--- src/rtl/display_scanner.sv ---
// Time-multiplexed digit scanner for a multi-digit seven-segment display.
// Double-buffers incoming values so that a frame is never shown half-updated.
module display_scanner #(
  parameter int DIGITS   = 4,
  parameter int PRESCALE = 50000,
  parameter int DEADTIME = 2
) (
  input  logic                  clk,
  input  logic                  reset,
  input  logic [4*DIGITS-1:0]   value,
  input  logic [DIGITS-1:0]     decpoints,
  input  logic                  load,
  input  logic                  blank_lz,
  output logic [3:0]            binaryout,
  output logic                  decout,
  output logic [DIGITS-1:0]     digitsel,
  output logic                  frame_tick,
  output logic                  pending
);

  localparam int CW = (PRESCALE > 1) ? $clog2(PRESCALE) : 1;
  localparam int IW = (DIGITS > 1) ? $clog2(DIGITS) : 1;
  localparam logic [CW-1:0] CNT_LAST = CW'(PRESCALE - 1);
  localparam logic [CW-1:0] CNT_DEAD = CW'(DEADTIME);
  localparam logic [IW-1:0] IDX_LAST = IW'(DIGITS - 1);

  logic [CW-1:0]         cnt;
  logic [IW-1:0]         idx;
  logic [4*DIGITS-1:0]   disp_val;
  logic [DIGITS-1:0]     disp_dp;
  logic [4*DIGITS-1:0]   pend_val;
  logic [DIGITS-1:0]     pend_dp;
  logic                  pend_v;
  logic                  blank_q;
  logic                  frame_end;
  logic                  lz_run;
  logic [DIGITS-1:0]     blank;

  assign frame_end = (idx == IDX_LAST) && (cnt == CNT_LAST);

  // Slot counter and digit index.
  always_ff @(posedge clk or posedge reset) begin
    if (reset) begin
      cnt <= '0;
      idx <= '0;
    end else if (cnt == CNT_LAST) begin
      cnt <= '0;
      idx <= (idx == IDX_LAST) ? '0 : idx + IW'(1);
    end else begin
      cnt <= cnt + CW'(1);
    end
  end

  // A load coinciding with the frame end goes straight to the display
  // registers, so the pending flag never rises for it.
  always_ff @(posedge clk or posedge reset) begin
    if (reset) begin
      disp_val <= '0;
      disp_dp  <= '0;
      pend_val <= '0;
      pend_dp  <= '0;
      pend_v   <= 1'b0;
    end else begin
      if (load) begin
        pend_val <= value;
        pend_dp  <= decpoints;
      end
      if (frame_end) begin
        if (load) begin
          disp_val <= value;
          disp_dp  <= decpoints;
          pend_v   <= 1'b0;
        end else if (pend_v) begin
          disp_val <= pend_val;
          disp_dp  <= pend_dp;
          pend_v   <= 1'b0;
        end
      end else if (load) begin
        pend_v <= 1'b1;
      end
    end
  end

  always_ff @(posedge clk or posedge reset) begin
    if (reset) blank_q <= 1'b0;
    else       blank_q <= blank_lz;
  end

  // Walk down from the most significant digit; blanking stops at the first
  // digit carrying a non-zero nibble or a decimal point. Digit 0 always shows.
  always_comb begin
    blank  = '0;
    lz_run = blank_q;
    for (int i = DIGITS - 1; i >= 1; i--) begin
      lz_run   = lz_run && (disp_val[4*i +: 4] == 4'h0) && !disp_dp[i];
      blank[i] = lz_run;
    end
  end

  always_comb begin
    binaryout = 4'h0;
    decout    = 1'b0;
    digitsel  = '0;
    for (int i = 0; i < DIGITS; i++) begin
      if (idx == IW'(i)) begin
        binaryout   = disp_val[4*i +: 4];
        decout      = disp_dp[i];
        digitsel[i] = (cnt >= CNT_DEAD) && !blank[i];
      end
    end
  end

  assign frame_tick = frame_end;
  assign pending    = pend_v;

endmodule

--- config.mk ---
export PLATFORM = sky130hd
export DESIGN_NAME = display_scanner
export DESIGN_NICKNAME = d
export VERILOG_FILES = /design/src/rtl/display_scanner.sv
export SDC_FILE = /design/constraint.sdc
export NUM_CORES = 1
export LEC_CHECK = 0
export ABC_AREA = 1
export CORE_MARGIN = 4
export CORE_UTILIZATION = 45
export DETAILED_ROUTE_END_ITERATION = 12
export PLACE_DENSITY = 0.69
export SLEW_MARGIN = 15
export SYNTH_ARGS = -nofsm -noshare
export SYNTH_HDL_FRONTEND = slang
export SYNTH_SLANG_ARGS = --single-unit
--- constraint.sdc ---
create_clock -name clk -period 1.8 [get_ports clk]
set_input_delay 0.36 -clock clk [delete_from_list [all_inputs] [get_ports clk]]
set_output_delay 0.36 -clock clk [all_outputs]
set_load 0.005 [all_outputs]
==> flow_summary.ini <==
[global_route]
antenna_found_initial = 0
grt_pass1_vias = 2627
grt_max_degree = 27
gr-total-overflow = 0
grt_pass1_wl_um = 12500
groute.usage.overall_pct = 19.4

[pwr]
leakagePower_nw = 2.15
cellPowerDensity_nw_per_um2 = 683
ir_worst_vdd_mv = 0.620

[final_layout]
fillCellCount = 572
diodes = 0
drive_gt1_share_pct = 23.4
multiInputGateArea_um2 = 1390
synthToLayoutAreaGrowth_pct = 36.3
regArea_um2 = 1500
utilization_pct = 64.1
final_nets = 497

[floorplan]
core_area_um2 = 6420
die_area_um2 = 8080
io_pins = 35
die_width_um = 89.9
rows = 29
start_util_pct = 47.0
dieHeight_um = 89.9

[clock_network]
clkTransAtPathRegs_ns = 0.06
cts_hold_buf = 0
cts_tree = yes
clock_latency_ns = 0.33
htree_levels = 3
clock_sinks = 60
clock_tree.buffer_depth = 2
cts_buffers = 9
ctsRootBufferMaster = clkbuf_8

[detailed_routing]
drc = 0
vias_per_cell = 4.89
ant_nets = 0
avgRoutedWirePerCell_um = 13.3
routed_wl_um = 7310
firstDrtPassIters = 4
vias = 2680
drt_iter0_markers = 143

[worst_setup_path]
critPathRequiredTime_ns = 1.44
crit_fanout = 3
cp.arrival_ns = 1.61
start_kind = flop
critPathMaxStageDelay_ns = 0.41
critPathKind = flop to primary output
cp_num_buf_inv = 3
endpoint_kind = primary output
cp_top_family = flip-flops
cp_cell_sequence = ha_2 > nor2_2 > nand3_1 > nor2_1 > nand2_1 > inv_2 > buf_6 > nor3_2 > buf_2
crit_slowest_cell = dfrtp_1

[timing]
min_period_ns = 1.97
drv_slew = 0
clock_skew_ns = 0.00958
hold_viol = 0
setup_slack_ns = -0.173
worst_slew_pin_slew_ns = 0.354
max_clock_freq_ghz = 0.507
setup_viol = 10
rsz0062_at_grt = true
period_share_pct = 110
maxSlewHeadroom_pct = 76.4

[min_path]
hold_class = primary input to asynchronous set/reset pin

[run]
max-cap-violations = 0

[synth]
synthCells = 384
ys.warnings.count = 0
synth_area_um2 = 3020
synthTopCellsByArea = dfrtp_1, nand2_1, nor2_1
ys_types = 23
ys_seq_area_share_pct = 49.7
synth_seq_cells = 60
synth_edf_count = 0
synth_nets = 414
syn_area_per_cell_um2 = 7.86
synth.top_cell.area_share_pct = 49.7
async_reset_ff_share_pct = 100
yosysTopAreaCell = dfrtp_1
ys.flop_type = dfrtp_1

[placement]
port_buffers = 34
pre_cts_ws_ns = -0.301
dp_hpwl_um = 5520
finalWeightedCongestion = 0.853

[outcome]
status = finished, violations left
violations = negative setup slack
==> sequential cells by signal, indices dropped and copies added (netlist names) <==
signal    count
disp_val     16
idx           2
disp_dp       4
blank_q       1
pend_val     16
pend_dp       4
cnt          16
pending       1
==> final cells by class <==
type / count / area share [%]
Tap cell: 77 / 2.34
Timing Repair Buffer: 89 / 18.9
Multi-Input combinational cell: 271 / 33.8
Clock inverter: 1 / 0.730
Inverter: 36 / 3.50
Sequential cell: 60 / 36.5
Clock buffer: 14 / 4.20
==> metal layers <==
metal  vias to the layer above  part of all wire (%)  track usage, %
met5                         -                     0               0
met4                         0                   1.9            7.02
met3                        11                   3.2            4.01
met2                        48                    50            33.6
met1                      1233                    45            23.8
li1                       1388                     -               -
==> Yosys cell counts (all sizes together), types with 3 or more instances <==
master,instances
inv,35
nand2,142
nand4,24
buf,12
nor2,43
dfrtp,60
clkbuf,5
o211ai,3
xor2,11
a21oi,6
nor3,6
ha,6
nand3,18
o21ai,6
a22oi,5
==> power by group <==
group	switching [mW]	internal, mW
combinational	0.0874	0.0806
sequential	0.0109	1.39
clock	0.497	0.747
total	0.595	2.22
==> per-stage QoR <==
stage	TNS, ns	total power, mW	instances	area [µm²]	hold WS (ns)
global route	-2.24	2.94	548	4120	0.360
global placement	-2.10	1.59	528	3780	0.457
floorplan	0	1.50	384	3020	0.391
CTS	-1.52	2.85	548	4100	0.350
detailed placement	-2.31	1.59	528	3780	0.458
finish	-1.21	2.81	548	4120	0.355
==> what timing repair did <==
item | in CTS | in global routing
setup buffers | 6 | 0
gates resized for setup | 76 | 5
gates cloned | 0 | 0
setup endpoints to repair | 10 | 14
pin swaps | 16 | 11
==> cell families (layout without fill, tap and decap cells) <==
logic type / after synthesis / in the layout / share of synthesized area [%]
fa+ha+maj: 6 / 6 / 2.49
simple gates: 234 / 234 / 32.8
buf+inv: 53 / 140 / 7.79
flops: 60 / 60 / 49.7
xor+xnor: 11 / 11 / 3.19
compound gates: 20 / 20 / 3.98
==> final timing paths <==
check                              from           end  slack, ns  depth (start not counted)
max reg2reg                      cnt[1]   disp_val[2]       0.14                         10
min                               reset  pend_val[15]       0.35                          2
min reg2reg                disp_val[12]  disp_val[12]       0.47                          2
min in group clk           disp_val[12]  disp_val[12]       0.47                          2
max in group asynchronous         reset        idx[0]       1.00                          3
max                              cnt[1]   digitsel[3]      -0.17                          9
==> worst reg2reg max path: stages (launching register included) <==
cell     delay, ns
dfrtp_1       0.39
buf_6         0.12
ha_4          0.14
nand2_4       0.06
nor2_4        0.09
buf_4         0.14
nand3_2       0.08
nor2_4        0.14
buf_4         0.23
nand4_1       0.12
nand2_1       0.09
==> cell usage in the layout (no fill, tap or decap), drive strengths merged <==
cell type | netlist | routed
inv | 35 | 34
clkdlybuf4s50 | 0 | 24
clkinvlp | 0 | 1
ha | 6 | 6
a22oi | 5 | 5
dfrtp | 60 | 60
o21ai | 6 | 6
or2 | 1 | 1
nand4 | 24 | 24
nor3 | 6 | 6
a21oi | 6 | 6
clkinv | 1 | 1
bufinv | 0 | 1
nand3 | 18 | 18
nor2 | 43 | 43
buf | 12 | 65
clkbuf | 5 | 14
o211ai | 3 | 3
nand2 | 142 | 142
xor2 | 11 | 11
Note: power is estimated with default switching activity, not from simulation.
